### src/rtl/ua_pkg.sv
// Shared definitions for the UART receive packet controller.
// Holds the parser state encoding, the default frame start marker and
// the helper that sizes the payload buffer address from its depth.
package ua_pkg;

   typedef logic [2:0] state_t;

   localparam state_t ST_IDLE = 3'd0;
   localparam state_t ST_LEN  = 3'd1;
   localparam state_t ST_DATA = 3'd2;
   localparam state_t ST_CSUM = 3'd3;
   localparam state_t ST_HOLD = 3'd4;

   localparam logic [7:0] UA_SYNC_BYTE_DEFAULT = 8'hA5;

   // Address width of a buffer holding max_len bytes (at least 1 bit).
   function automatic int ua_addr_width(input int max_len);
      return (max_len <= 2) ? 1 : $clog2(max_len);
   endfunction

endpackage

### src/rtl/ua_tick_gen.sv
// Sample-tick divider shared by the UART receiver and transmitter.
// Produces a registered one-clock pulse every SAMPLE_DIV clocks while run_i
// is high; dropping run_i clears the divider and silences the tick.
module ua_tick_gen #(
   parameter int SAMPLE_DIV = 27
) (
   input  logic clk,
   input  logic rst_n,
   input  logic run_i,
   output logic tick_o
);

   localparam int DW = (SAMPLE_DIV <= 2) ? 1 : $clog2(SAMPLE_DIV);
   localparam logic [DW-1:0] DIV_LAST = DW'(SAMPLE_DIV - 1);

   logic [DW-1:0] div_q, div_d;
   logic          tick_q;

   // Next divider value: wrap at the last count, hold at zero while stopped.
   always_comb begin
      div_d = '0;
      if (run_i && (div_q != DIV_LAST)) begin
         div_d = div_q + 1'b1;
      end
   end

   // Divider register and tick, which is high while the divider sits at its last count.
   always_ff @(posedge clk or negedge rst_n) begin
      if (!rst_n) begin
         div_q  <= '0;
         tick_q <= 1'b0;
      end else begin
         div_q  <= div_d;
         tick_q <= run_i && (div_d == DIV_LAST);
      end
   end

   assign tick_o = tick_q;

endmodule

### src/rtl/ua_rx_packet_ctrl.sv
// UART receive packet controller: generates the receiver sample tick, turns
// the receiver ready edge into a byte strobe and parses SYNC/LEN/payload
// frames into a local buffer held until the host acknowledges it.
// Build option: define UA_RX_CSUM_EN to expect a trailing XOR checksum byte.
module ua_rx_packet_ctrl
   import ua_pkg::*;
#(
   parameter int         SAMPLE_DIV    = 27,
   parameter int         MAX_LEN       = 16,
   parameter logic [7:0] SYNC_BYTE     = UA_SYNC_BYTE_DEFAULT,
   parameter int         TIMEOUT_TICKS = 1024,
   localparam int        AW            = ua_addr_width(MAX_LEN)
) (
   input  logic          clk,
   input  logic          rst_n,
   input  logic          run,
   output logic          rx_enable,
   input  logic [7:0]    rx_byte,
   input  logic          rx_byte_rdy,
   output logic          pkt_valid,
   output logic [AW:0]   pkt_len,
   input  logic [AW-1:0] rd_addr,
   output logic [7:0]    rd_data,
   input  logic          pkt_ack,
   output logic          pkt_err,
   output logic          overrun
);

   localparam int TW = (TIMEOUT_TICKS <= 2) ? 1 : $clog2(TIMEOUT_TICKS);
   localparam logic [TW-1:0] TO_LAST = TW'(TIMEOUT_TICKS - 1);

   state_t        state_q, state_d;
   logic [AW:0]   len_q, len_d;
   logic [AW-1:0] waddr_q, waddr_d;
   logic [TW-1:0] to_q, to_d;
   logic          err_q, err_d;
   logic          ovr_q, ovr_d;
   logic          rdy_q, edge1_q, edge2_q;
   logic          byte_stb, active, last_byte, len_ok, timeout_hit, buf_we;
   logic [7:0]    buf_q [MAX_LEN];
`ifdef UA_RX_CSUM_EN
   logic [7:0]    csum_q, csum_d;
`endif

   ua_tick_gen #(
      .SAMPLE_DIV (SAMPLE_DIV)
   ) u_tick (
      .clk    (clk),
      .rst_n  (rst_n),
      .run_i  (run),
      .tick_o (rx_enable)
   );

   // Delay the ready rising edge by two clocks so rx_byte has settled when sampled.
   always_ff @(posedge clk or negedge rst_n) begin
      if (!rst_n) begin
         rdy_q   <= 1'b1;
         edge1_q <= 1'b0;
         edge2_q <= 1'b0;
      end else begin
         rdy_q   <= rx_byte_rdy;
         edge1_q <= rx_byte_rdy & ~rdy_q;
         edge2_q <= edge1_q;
      end
   end

   assign byte_stb    = edge2_q & run;
   assign active      = (state_q == ST_LEN) || (state_q == ST_DATA) || (state_q == ST_CSUM);
   assign last_byte   = ({1'b0, waddr_q} == (len_q - 1'b1));
   assign len_ok      = (rx_byte != 8'd0) && ({1'b0, rx_byte} <= 9'(MAX_LEN));
   assign timeout_hit = active && !byte_stb && rx_enable && (to_q == TO_LAST);

   // Frame parser: next state, length, write address, timeout and status flags.
   always_comb begin
      state_d = state_q;
      len_d   = len_q;
      waddr_d = waddr_q;
      err_d   = 1'b0;
      ovr_d   = ovr_q;
      buf_we  = 1'b0;
      to_d    = '0;
`ifdef UA_RX_CSUM_EN
      csum_d  = csum_q;
`endif
      if (active && !byte_stb) begin
         to_d = rx_enable ? to_q + 1'b1 : to_q;
      end
      case (state_q)
         ST_IDLE: begin
            if (byte_stb && (rx_byte == SYNC_BYTE)) begin
               state_d = ST_LEN;
            end
         end
         ST_LEN: begin
            if (byte_stb) begin
               if (len_ok) begin
                  len_d   = (AW+1)'({1'b0, rx_byte});
                  waddr_d = '0;
`ifdef UA_RX_CSUM_EN
                  csum_d  = rx_byte;
`endif
                  state_d = ST_DATA;
               end else begin
                  err_d   = 1'b1;
                  state_d = ST_IDLE;
               end
            end
         end
         ST_DATA: begin
            if (byte_stb) begin
               buf_we  = 1'b1;
               waddr_d = waddr_q + 1'b1;
`ifdef UA_RX_CSUM_EN
               csum_d  = csum_q ^ rx_byte;
               if (last_byte) begin
                  state_d = ST_CSUM;
               end
`else
               if (last_byte) begin
                  state_d = ST_HOLD;
               end
`endif
            end
         end
`ifdef UA_RX_CSUM_EN
         ST_CSUM: begin
            if (byte_stb) begin
               if (rx_byte == csum_q) begin
                  state_d = ST_HOLD;
               end else begin
                  err_d   = 1'b1;
                  state_d = ST_IDLE;
               end
            end
         end
`endif
         ST_HOLD: begin
            if (pkt_ack) begin
               ovr_d   = 1'b0;
               state_d = ST_IDLE;
            end else if (byte_stb) begin
               ovr_d = 1'b1;
            end
         end
         default: begin
            state_d = ST_IDLE;
         end
      endcase
      if (timeout_hit) begin
         err_d   = 1'b1;
         state_d = ST_IDLE;
      end
      if (!run && active) begin
         err_d   = 1'b0;
         state_d = ST_IDLE;
      end
   end

   // Parser state and status registers.
   always_ff @(posedge clk or negedge rst_n) begin
      if (!rst_n) begin
         state_q <= ST_IDLE;
         len_q   <= '0;
         waddr_q <= '0;
         to_q    <= '0;
         err_q   <= 1'b0;
         ovr_q   <= 1'b0;
      end else begin
         state_q <= state_d;
         len_q   <= len_d;
         waddr_q <= waddr_d;
         to_q    <= to_d;
         err_q   <= err_d;
         ovr_q   <= ovr_d;
      end
   end

`ifdef UA_RX_CSUM_EN
   // Running XOR over LEN and the payload bytes.
   always_ff @(posedge clk or negedge rst_n) begin
      if (!rst_n) begin
         csum_q <= '0;
      end else begin
         csum_q <= csum_d;
      end
   end
`endif

   // Payload buffer; contents are kept across packets and need no reset.
   always_ff @(posedge clk) begin
      if (buf_we) begin
         buf_q[waddr_q] <= rx_byte;
      end
   end

   assign pkt_valid = (state_q == ST_HOLD);
   assign pkt_len   = pkt_valid ? len_q : '0;
   assign rd_data   = buf_q[rd_addr];
   assign pkt_err   = err_q;
   assign overrun   = ovr_q;

endmodule

### config.mk
export PLATFORM = sky130hd
export DESIGN_NAME = ua_rx_packet_ctrl
export DESIGN_NICKNAME = d
export VERILOG_FILES = /design/src/rtl/ua_pkg.sv /design/src/rtl/ua_tick_gen.sv /design/src/rtl/ua_rx_packet_ctrl.sv
export SDC_FILE = /design/constraint.sdc
export NUM_CORES = 1
export LEC_CHECK = 0
export ABC_AREA = 1
export CAP_MARGIN = 30
export CELL_PAD_IN_SITES_DETAIL_PLACEMENT = 0
export CELL_PAD_IN_SITES_GLOBAL_PLACEMENT = 1
export CORE_MARGIN = 2
export CORE_UTILIZATION = 49
export DETAILED_ROUTE_END_ITERATION = 10
export GPL_ROUTABILITY_DRIVEN = 0
export GPL_TIMING_DRIVEN = 0
export PLACE_DENSITY = 0.82
export SLEW_MARGIN = 10
export SYNTH_ARGS = -nofsm -noshare
export SYNTH_HDL_FRONTEND = slang
export SYNTH_HIERARCHICAL = 1
export SYNTH_SLANG_ARGS = --single-unit
### constraint.sdc
create_clock -name clk -period 2.2 [get_ports clk]
set_input_delay 0.66 -clock clk [delete_from_list [all_inputs] [get_ports clk]]
set_output_delay 0.66 -clock clk [all_outputs]
set_load 0.01 [all_outputs]
# After elaboration in Yosys (flattened, before gate mapping)
# Memories as Yosys holds them, arrays and structs flattened.
# Cells that the tools add are included.
[word_totals] reg_bits=33 mem_bits_rw=128 out_inout_bits=17 n_memories=1
[memory_table] name="buf_q" words=16 width=8 read_ports=1 rd_clocked_by_memory_dff=0 write_ports=1 line="ua_rx_packet_ctrl.sv:40" source="logic [7:0] buf_q [MAX_LEN];"
[op_classes] addsub=4 order_cmp=1 eq_ne=18 muxes=28 n_bitwise=3 n_reduce_logical=20
[op_table] operator="2-to-1 mux 3 bit" n=7
[op_table] operator="2-to-1 mux 10 bit" n=2
[op_table] operator="2-to-1 mux 4 bit" n=3
[op_table] operator="inequality test 4 x 3 -> 1 bit (second input constant)" n=3
[op_table] operator="case mux 3 bit (4 select lines)" n=1
[op_table] operator="2-to-1 mux 1 bit" n=11
[op_table] operator="adder 10 x 1 -> 10 bit (second input constant)" n=1
[op_table] operator="equality test 10 bit (second input constant)" n=1
[op_table] operator="2-to-1 mux 5 bit" n=2
[op_table] operator="equality test 8 bit (second input constant)" n=1
[op_table] operator="<= comparator 8 x 5 -> 1 bit (second input constant)" n=1
[op_table] operator="logical AND 1 bit" n=8
[op_table] operator="case mux 4 bit (2 select lines)" n=1
[op_table] operator="nonzero test 8 bit" n=1
[op_table] operator="equality test 3 x 2 -> 1 bit (second input constant)" n=2
[op_table] operator="inequality test 2 bit (second input constant)" n=3
[op_table] operator="adder 5 x 1 -> 5 bit (second input constant)" n=1
[op_table] operator="equality test 4 x 5 -> 1 bit" n=1
[op_table] operator="equality test 5 bit (second input constant)" n=1
[op_table] operator="inequality test 5 bit (second input constant)" n=1
[op_table] operator="AND reduction 5 bit" n=1
[op_table] operator="subtractor 5 x 1 -> 5 bit (second input constant)" n=1
[op_table] operator="adder 4 x 1 -> 4 bit (second input constant)" n=1
[op_table] operator="inequality test 4 x 1 -> 1 bit (second input constant)" n=1
[op_table] operator="other kinds (14)" n=18

# Longest topological paths before layout
# Gate-level depths: netlist of run 1.
[depth] depth_word=8 mapped_depth=14

# Hierarchy
# The synthesis of run 1 kept the hierarchy.
[modules_own_cells] mod="ua_rx_packet_ctrl" instances=1 cells_per_inst=567 area_per_inst_um2=6802.8
[modules_own_cells] mod="ua_tick_gen" instances=1 cells_per_inst=36 area_per_inst_um2=319.1

# Least setup slack after synthesis of run 1
# OpenSTA, ideal clock, no wires.
[synth_path] path_type="in2out" start="in rd_addr[0]" end="out rd_data[4]" arrival_time_ns=1.521 t_required_ns=1.540 setup_slack_ns=0.019 stages=8 cell_sequence="buf_6 > buf_12 > buf_8 > a21oi_2 > o21ai_0 > o211ai_1 > nand3_1 > nand2_1"
[synth_via] elab_chain_len=1
[synth_lines] element="from (decl)" line="ua_rx_packet_ctrl.sv:22" source="input logic [AW-1:0] rd_addr,"
[synth_lines] element="memory (16 x 8 bit)"
[synth_lines] element="to (decl)" line="ua_rx_packet_ctrl.sv:23" source="output logic [7:0] rd_data,"
# Every way passes these cells.

# Worst setup path in the final report of run 1
[layout_path] start="in rd_addr[0]" end="out rd_data[5]"
# The elaborated chain is that of the path after synthesis.

==> results of run 1 <==
==> cells by family (layout without fill, tap and decap cells) <==
| logic type | count (synthesis) | in the layout | synth area share |
|---|---|---|---|
| flops | 161 | 161 | 0.656 |
| buf+inv | 95 | 164 | 0.0618 |
| simple gates | 176 | 177 | 0.111 |
| compound gates | 126 | 126 | 0.106 |
| mux | 32 | 32 | 0.0450 |
| fa+ha+maj | 8 | 8 | 0.0141 |
| xor+xnor | 5 | 5 | 0.00615 |
==> final timing paths <==
| check | from | end | slack, ns | depth (start not counted) |
|---|---|---|---|---|
| max reg2reg | state_q[2] | buf_q[9][4] | 0.19 | 5 |
| max in group asynchronous | rst_n | len_q[4] | 1.42 | 1 |
| max | rd_addr[0] | rd_data[5] | -0.31 | 9 |
| min reg2reg | edge1_q | edge2_q | 0.35 | 0 |
| min in group clk | edge1_q | edge2_q | 0.35 | 0 |
| min | rst_n | u_tick/div_q[2] | 0.29 | 1 |
==> critical path, stage by stage <==
cell                       delay, ns
sky130_fd_sc_hd__buf_12         0.12
sky130_fd_sc_hd__buf_12         0.15
sky130_fd_sc_hd__buf_12         0.15
sky130_fd_sc_hd__a21oi_2        0.13
sky130_fd_sc_hd__o21ai_1        0.08
sky130_fd_sc_hd__o211ai_1       0.11
sky130_fd_sc_hd__nand3_1        0.18
sky130_fd_sc_hd__nand2_1        0.13
sky130_fd_sc_hd__buf_2          0.14
==> cells in the mapped netlist, types with 3 or more instances <==
library cell	count
sky130_fd_sc_hd__ha_1	8
sky130_fd_sc_hd__buf_6	3
sky130_fd_sc_hd__inv_1	61
sky130_fd_sc_hd__nand2_1	71
sky130_fd_sc_hd__edfxtp_1	128
sky130_fd_sc_hd__clkbuf_1	10
sky130_fd_sc_hd__inv_2	10
sky130_fd_sc_hd__buf_2	5
sky130_fd_sc_hd__a21oi_1	31
sky130_fd_sc_hd__nand4_1	4
sky130_fd_sc_hd__nand2_2	4
sky130_fd_sc_hd__buf_4	3
sky130_fd_sc_hd__o211ai_1	32
sky130_fd_sc_hd__nor2_2	5
sky130_fd_sc_hd__o21ai_1	20
sky130_fd_sc_hd__o21ai_0	30
sky130_fd_sc_hd__nor2_1	50
sky130_fd_sc_hd__xnor2_1	3
sky130_fd_sc_hd__dfrtp_1	32
sky130_fd_sc_hd__nand3_1	24
sky130_fd_sc_hd__a21oi_2	9
sky130_fd_sc_hd__mux2i_1	32
sky130_fd_sc_hd__nor3_1	8
==> flip-flops by register name, indices dropped and copies added (netlist names) <==
register,count
rdy_q,1
len_q,5
to_q,10
buf_q,128
u_tick/tick_o,1
pkt_err,1
state_q,3
overrun,1
edge2_q,1
waddr_q,4
edge1_q,1
u_tick/div_q,5
==> stage by stage <==
step,TNS [ns],util
2_1_floorplan,0,-
3_3_place_gp,-113.39,0.533
3_5_place_dp,-108.55,0.532
4_1_cts,-2.02,0.587
5_1_grt,-2.61,0.596
6_report,-2.20,0.596
==> report_power, final <==
group | leakage [nW] | switching [W] | internal (W)
logic | 1.48 | 0.000736 | 0.000376
registers | 1.58 | 0.0000972 | 0.00340
clock network | 0.244 | 0.00115 | 0.00152
total | 3.30 | 0.00198 | 0.00529
==> layer usage <==
layer | global-route usage | share of wire
met2 | 0.354 | 0.49
met1 | 0.285 | 0.41
met3 | 0.0558 | 0.066
met5 | 0 | 0
met4 | 0.0839 | 0.029
==> area by class of cell <==
| class | instances | area, µm² |
|---|---|---|
| clock buffers | 18 | 429 |
| fillers | 1177 | 5810 |
| clock inverters | 13 | 97.6 |
| plain buffers | 24 | 243 |
| multi-input cells | 348 | 2230 |
| flip-flops and latches | 161 | 4670 |
| inverters | 71 | 267 |
| repair buffers | 38 | 393 |
| well taps | 184 | 230 |
==> repair_timing <==
action                     in CTS  in global routing
pin swaps                      22                 15
gates resized for setup       124                 41
gates cloned                    3                  2
buffers inserted                4                  0
setup endpoints to repair     152                 68
==> out/results.tsv, run 1 <==
stage	metric	value	unit
floorplanning	design.portCount	34	
sta	max-slew-margin-rel	0.378	
route	first_pass_detailed_route_iteration_total	4	
yosys	synthesis.area	7120	µm²
global_routing	maximum_number_of_pins_on_one_net_before_global_route_repair	34	
sta	fin_worst_hold_slack	0.292	ns
critical_path	crit_type	input port to primary output	
yosys	seq_area_frac_synth	0.656	
route	wl_per_cell	19.3	µm
critical_path	timing.critical_path.fanout_max	10	
clock_network	cts_tree	yes	
route	first_iter_violations	511	
yosys	synth.yosys.warnings	6	
critical_path	critPathRequiredTime	1.54	ns
status	outcome	finished with violations	
sta	transition_time_at_the_pin_with_the_least_slew_margin	0.934	ns
clock_network	cts-buffers-inserted	17	
clock_network	cts.hold.buffers_added	0	
sta	finalSetupViolCount	8	
route	ant_nets	0	
floorplanning	die_area	15500	µm²
floorplanning	dieHeight	125	µm
yosys	synth_top_area_share	0.540	
route	remaining_drc_errors	0	
floorplanning	floorplan.rows	44	
critical_path	worstPathArrival	1.85	ns
clock_network	path_clk_slew	0.06	ns
power	worst_ir_drop_vdd	562	µV
placed_design	detailed_place_hpwl	10.4	mm
yosys	synthesis.area_per_instance	11.8	µm²
power	power_per_cell_area	850	nW/µm²
power	fin_total_pwr	0.00728	W
placed_design	port_buffer_count	30	
route	detailroute.via_count	4717	
status	violations	negative setup slack	
sta	finalHoldViolations	0	
clock_network	worstSkewPairLatency	0.43	ns
final_layout	drive_above_1_share	0.215	
final_layout	area_delta_synth_final	20.2	%
global_routing	grt_overflow_total	0	
placed_design	dp.cells	817	
final_layout	antennaDiodeCount	0	
final_layout	finish.cell_count_without_fillers	857	
route	viasPerCell	5.50	
yosys	synthesis.nets	628	
sta	worst_slack	-0.308	ns
clock_network	clockRootBuffer	sky130_fd_sc_hd__clkbuf_16	
final_layout	final_common_cell	sky130_fd_sc_hd__edfxtp_1	
yosys	synth_cell_types	37	
hold_path	hold_path.class	input port to asynchronous set/reset pin	
final_layout	most-common-layout-cells	128 x sky130_fd_sc_hd__edfxtp_1, 70 x sky130_fd_sc_hd__nand2_1, 61 x sky130_fd_sc_hd__inv_1, 34 x sky130_fd_sc_hd__nor2_1, 33 x sky130_fd_sc_hd__o21ai_1	
power	power.leakage	3.30	nW
final_layout	fin_area	8560	µm²
clock_network	ctsHtreeMaxLevel	4	
placed_design	dpl_cell_area	7650	µm²
clock_network	clock-sinks	161	
sta	final.period_utilization	1.14	
yosys	synth_edf_count	128	
sta	skew	0.00761	ns
critical_path	critPathLaunchType	input port	
clock_network	cts.path.max_buffers	2	
placed_design	place_worst_setup_slack	-1.07	ns
global_routing	grt_use_total	0.219	
sta	max_freq	399	MHz
route	total_routed_length	16.5	mm
floorplanning	core_area	14400	µm²
sta	unrepaired_setup_endpoints_after_global_routing	yes	
yosys	ys_ff_latch	161	
yosys	post_synth_main_area_contributors	sky130_fd_sc_hd__edfxtp_1 54%, sky130_fd_sc_hd__dfrtp_1 11%, sky130_fd_sc_hd__mux2i_1 4.5%	
global_routing	wire_length_of_the_first_global_routing_pass	25.6	mm
yosys	async_reset_ff_frac	0.205	
global_routing	number_of_global_route_vias_before_repair	4721	
global_routing	number_of_antenna_violations_at_the_first_check_in_global_routing	0	
critical_path	worst_setup_path_end_kind	primary output	
floorplanning	initial_core_util	0.496	
yosys	post-synth-top-area-cell	sky130_fd_sc_hd__edfxtp_1	
yosys	synth_flop_cell	sky130_fd_sc_hd__edfxtp_1	
final_layout	finalNetCount	686	
yosys	syn_inst	603	
flow_run	maxCapViolations	0	
floorplanning	die_w	125	µm
sta	fin_crit	2.51	ns
sta	report.final.slew_viol_count	0	
Power figures use the tool's default switching activity.
==> run 2: changes to the inputs <==
ABC_CLOCK_PERIOD_IN_PS = 2200   (was unset)
==> results of run 2 <==
The final DEF is identical to that of run 1; final timing and power are the same.
==> patch 1, RTL diff (config.mk and constraints of run 1) <==
Take the reset off `waddr_q` and `to_q` and load them in a clocked block of their own.
--- a/src/rtl/ua_rx_packet_ctrl.sv
+++ b/src/rtl/ua_rx_packet_ctrl.sv
@@ -163,4 +163,2 @@
          len_q   <= '0;
-         waddr_q <= '0;
-         to_q    <= '0;
          err_q   <= 1'b0;
@@ -170,4 +168,2 @@
          len_q   <= len_d;
-         waddr_q <= waddr_d;
-         to_q    <= to_d;
          err_q   <= err_d;
@@ -175,2 +171,7 @@
       end
+   end
+
+   always_ff @(posedge clk) begin
+      waddr_q <= waddr_d;
+      to_q    <= to_d;
    end
Check against the original RTL: same outputs for any inputs over 10 cycles, from zero or initial values and one cycle with rst_n low; that may be too few to reach the edited logic, so the function may still have changed.
==> patch 1 against run 1 <==
- the run still ends with negative setup slack left
- sequential cell count stayed put
- cell area rose by 0.91%
- non-clock buffer count is 12 higher
- combinational power shrank 37%
- area after synthesis is 1.4% lower
- setup slack better by 29 ps
- total power decreased by 8.4%
- wire length is 6.6% higher
- largest cell class unchanged
- highest routed layer unchanged
==> patch 1: results <==
[power]
p_comb_share_pct = 10.6
leakage_uw = 0.003169
pwr-share-seq_pct = 50.3
switching_share_pct = 23.36

[worst_setup_path]
cp-endpoint = "rd_data[1]"
reg2reg_to = "buf_q[9][2]"
r2r_cells = 6
crit_fanout = 6

[logic_synthesis]
async_flop_share_pct = 11.80
synth-edff-count = 132
synthTopCellsByArea = "edfxtp_1 56%, nor2_1 8.1%, dfrtp_1 6.4%, nand2_1 4.4%, o21ai_0 3.4%"
synth_fp_nets = 674
netlist_top_cells_count = "152 x nor2_1, 132 x edfxtp_1, 82 x nand2_1"

[hold_path]
hold_path_class = "register to register"

[clock_network]
cts_setup_buffers = 11

[sta]
clock_skew_ps = 8.778
setup_ws_ps = -278.7
hold_slack_ps = 351.5
setup_tns_ps = -1889
setup-violations-final = 8

[final_layout]
stdcell_area_sq_um = 8636
num-fill-cells = 1102
final_nets = 743
stdcell_count = 909

[global_route]
grt_pass1_wl_um = 26950
grt_max_degree = 21
use_met2_pct = 41.96

[outcome]
status = "finished, violations left"
violations = "negative setup slack"

[route]
dr_total_vias = 5074
drtPass1Iterations = 5
dr.first_iter.drc_count = 552

[place]
place_ws_ps = -1162
place_area_sq_um = 7550
-- patch 1: changes by cell type after synthesis, sizes merged, moves of 3 or more --
| cell | change |
|---|---|
| a21oi | -30 |
| dfrtp | -14 |
| dfxtp | +10 |
| edfxtp | +4 |
| inv | -28 |
| mux2i | -31 |
| nand2 | +12 |
| nand3 | -4 |
| nor2 | +106 |
| nor3 | -3 |
| o21ai | +29 |
-- patch 1: cells by family after synthesis --
| family | synth area share [%] |
|---|---|
| flops | 66.07 |
| simple gates | 17.26 |
| xor+xnor | 0.3741 |
| compound gates | 10.53 |
| fa+ha+maj | 1.425 |
| buf+inv | 4.204 |
| mux | 0.1425 |
-- patch 1: area by class of cell --
type	instances	share of cell area, %
Multi-Input combinational cell	421	26.76
Sequential cell	161	53.74
Clock inverter	10	0.8258
Clock buffer	20	5.057
Inverter	43	2.101
Timing Repair Buffer	50	5.911
Buffer	24	2.999
Tap cell	180	2.608
==> patch 2, RTL diff (settings of run 1) <==
Without the edit above. `SAMPLE_DIV` is set to 27 in 2 places; all go to 54.
--- a/src/rtl/ua_tick_gen.sv
+++ b/src/rtl/ua_tick_gen.sv
@@ -4,3 +4,3 @@
 module ua_tick_gen #(
-   parameter int SAMPLE_DIV = 27
+   parameter int SAMPLE_DIV = 54
 ) (
--- a/src/rtl/ua_rx_packet_ctrl.sv
+++ b/src/rtl/ua_rx_packet_ctrl.sv
@@ -7,3 +7,3 @@
 #(
-   parameter int         SAMPLE_DIV    = 27,
+   parameter int         SAMPLE_DIV    = 54,
    parameter int         MAX_LEN       = 16,
Behaviour: same outputs for any inputs over 10 cycles, from zero or initial values and one cycle with rst_n low; that may be too few to reach the edited logic, so the function may still have changed.
==> patch 2 against run 1 <==
- clock power grew 6%
- the flow still finishes with violations (negative setup slack)
- cell area grew 0.50%
- wire length grew 1.4%
- largest power group unchanged
- sequential share of layout area is essentially flat
- sequential cell count grew 1
- area after synthesis grew 0.61%
- core utilization grew 0.068 points
- total power grew 2.9%
- global-route usage grew 0.13 points
- via count grew 2.1%
- setup slack lost 36 ps
- critical path depth shrank 1
==> patch 2: results <==
[logic_synthesis]
synth-seq-area-share_pct = 65.53
synthAdderAreaFrac_pct = 1.397
synth_warnings = 6
synth_compound_area_share_pct = 10.84
synth.distinct_cells = 39
synth_fp_nets = 635
syn_area_per_cell_sq_um = 11.75
netlist_top_cells_count = "128 x edfxtp_1, 74 x nand2_1, 62 x inv_1"
synthXorXnorAreaFrac_pct = 0.6111
synthTopCellsByArea = "edfxtp_1 54%, dfrtp_1 12%, mux2i_1 4.5%, nand2_1 3.9%, o211ai_1 3.4%"
synth-edff-count = 128
synth_top_flop_cell = "edfxtp_1"
synthMuxAreaShare_pct = 4.470
async_flop_share_pct = 20.99

[global_route]
grt_pass1_vias = 4811
antenna_found_initial = 0
grt_max_degree = 35
grt_pass1_wl_um = 26030
track_usage_pct = 22.00

[outcome]
status = "finished, violations left"
violations = "negative setup slack"

[route]
dr.first_iter.drc_count = 534
drtPass1Iterations = 5
vias_per_cell = 5.565
wl_um = 16730

[worst_setup_path]
r2r_cells = 5
ff2ff_setup_slack_ps = 170
cpPeakStageDelay_ps = 260
worst_path_max_delay_cell = "o211ai_1"
reg2reg_to = "buf_q[1][0]"
crit_fanout = 7
path_class = "input port to primary output"
cp.arrival_ps = 1880
timing.rr.start = "state_q[2]"

[place]
dpl.hpwl_um = 10770
place_ws_ps = -1133
placement.io_buffers = 30
place_area_sq_um = 7691
placed_cells = 824

[sta]
setup-violations-final = 8
slew_headroom_pct = 42.23
setup_tns_ps = -2206
clock_skew_ps = 9.176
setup_ws_ps = -343.2
hold_slack_ps = 314.4

[final_layout]
stdcell_count = 865
final_nets = 693
diodes = 0
drive_gt1_share_pct = 19.68
top_regs = "buf_q x128, to_q x10, u_tick/div_q x6"

[power]
leakage_uw = 0.003363
peakVddDrop_mv = 0.5479

[hold_path]
hold_path_class = "input port to async pin"

[clock_network]
cts_buffers = 17
clk_latency_ps = 420
clockBufferDepth = 2
cts_max_level = 4
clk_pin_slew_worst_paths_ps = 60
clock-root-buffer = "clkbuf_16"
[patch 2: changes by cell type in the layout (fill, tap and decap cells not counted), sizes merged, moves of 2 or more]
cell / before / now
inv: 71 / 73
nand3: 26 / 29
clkinv: 7 / 11
clkinvlp: 5 / 1
clkbuf: 33 / 29
dlygate4sd2: 7 / 9
dlymetal6s2s: 2 / 4
[patch 2: repair_timing]
action / 4_1_cts / 5_1_grt
gates resized for setup: 101 / 34
setup buffers: 5 / 1
setup endpoints to repair: 151 / 132
pin swaps: 25 / 14
cloned: 3 / 0
[patch 2: how the worst max path moves through the flow]
stage,start,slack [ps],endpoint,cells past startpoint
after floorplan,rd_addr[0],20,rd_data[4],8
after global placement,rd_addr[2],-1130,rd_data[1],7
after CTS,rd_addr[0],-320,rd_data[6],8
after detailed placement,rd_addr[2],-1130,rd_data[1],7
final,rd_addr[0],-340,rd_data[1],8
after global routing,rd_addr[0],-350,rd_data[6],8
[patch 2: cells by family after synthesis]
logic type,count (synthesis)
adder cells (fa/ha/maj),8
buffers and inverters,96
AO/OA/AOI/OAI,128
AND/OR/NAND/NOR,179
flip-flops,162
XOR/XNOR,5
multiplexers,32
[patch 2: metal layers]
metal	wire [um]	global-route usage, %	share of wire, %
met5	0	0	0
met4	513	8.954	3.1
met3	994	4.365	5.9
met2	8392	36.77	50
met1	6826	28.46	41
[patch 2: final cells by class]
| cell class | instances | area, sq um |
|---|---|---|
| fillers | 1171 | 5823 |
| flip-flops and latches | 162 | 4696 |
| multi-input cells | 352 | 2220 |
| clock buffers | 17 | 425.4 |
| repair buffers | 39 | 384.1 |
| inverters | 72 | 270.3 |
| plain buffers | 24 | 232.7 |
| well taps | 184 | 230.2 |
| clock inverters | 15 | 142.6 |
[patch 2: power by group]
part           leakage [uW]  internal [uW]  switching [uW]
Clock              0.000279           1660            1170
Combinational       0.00149            392             747
Sequential          0.00159           3410             106
[patch 2: critical path: cells and delay by family]
family | cells | cell delay [ps]
muxes | 1 | 110
buffers and inverters | 4 | 530
and+or+nand+nor | 2 | 300
AOI/OAI and AO/OA | 1 | 260
[patch 2: metrics by stage]
step / utilization [%] / power [uW]
3_3_place_gp: 53.36 / 4535
3_5_place_dp: 53.32 / 4560
2_1_floorplan: - / 4196
6_report: 59.63 / 7489
5_1_grt: 59.63 / 7787
4_1_cts: 58.92 / 7448
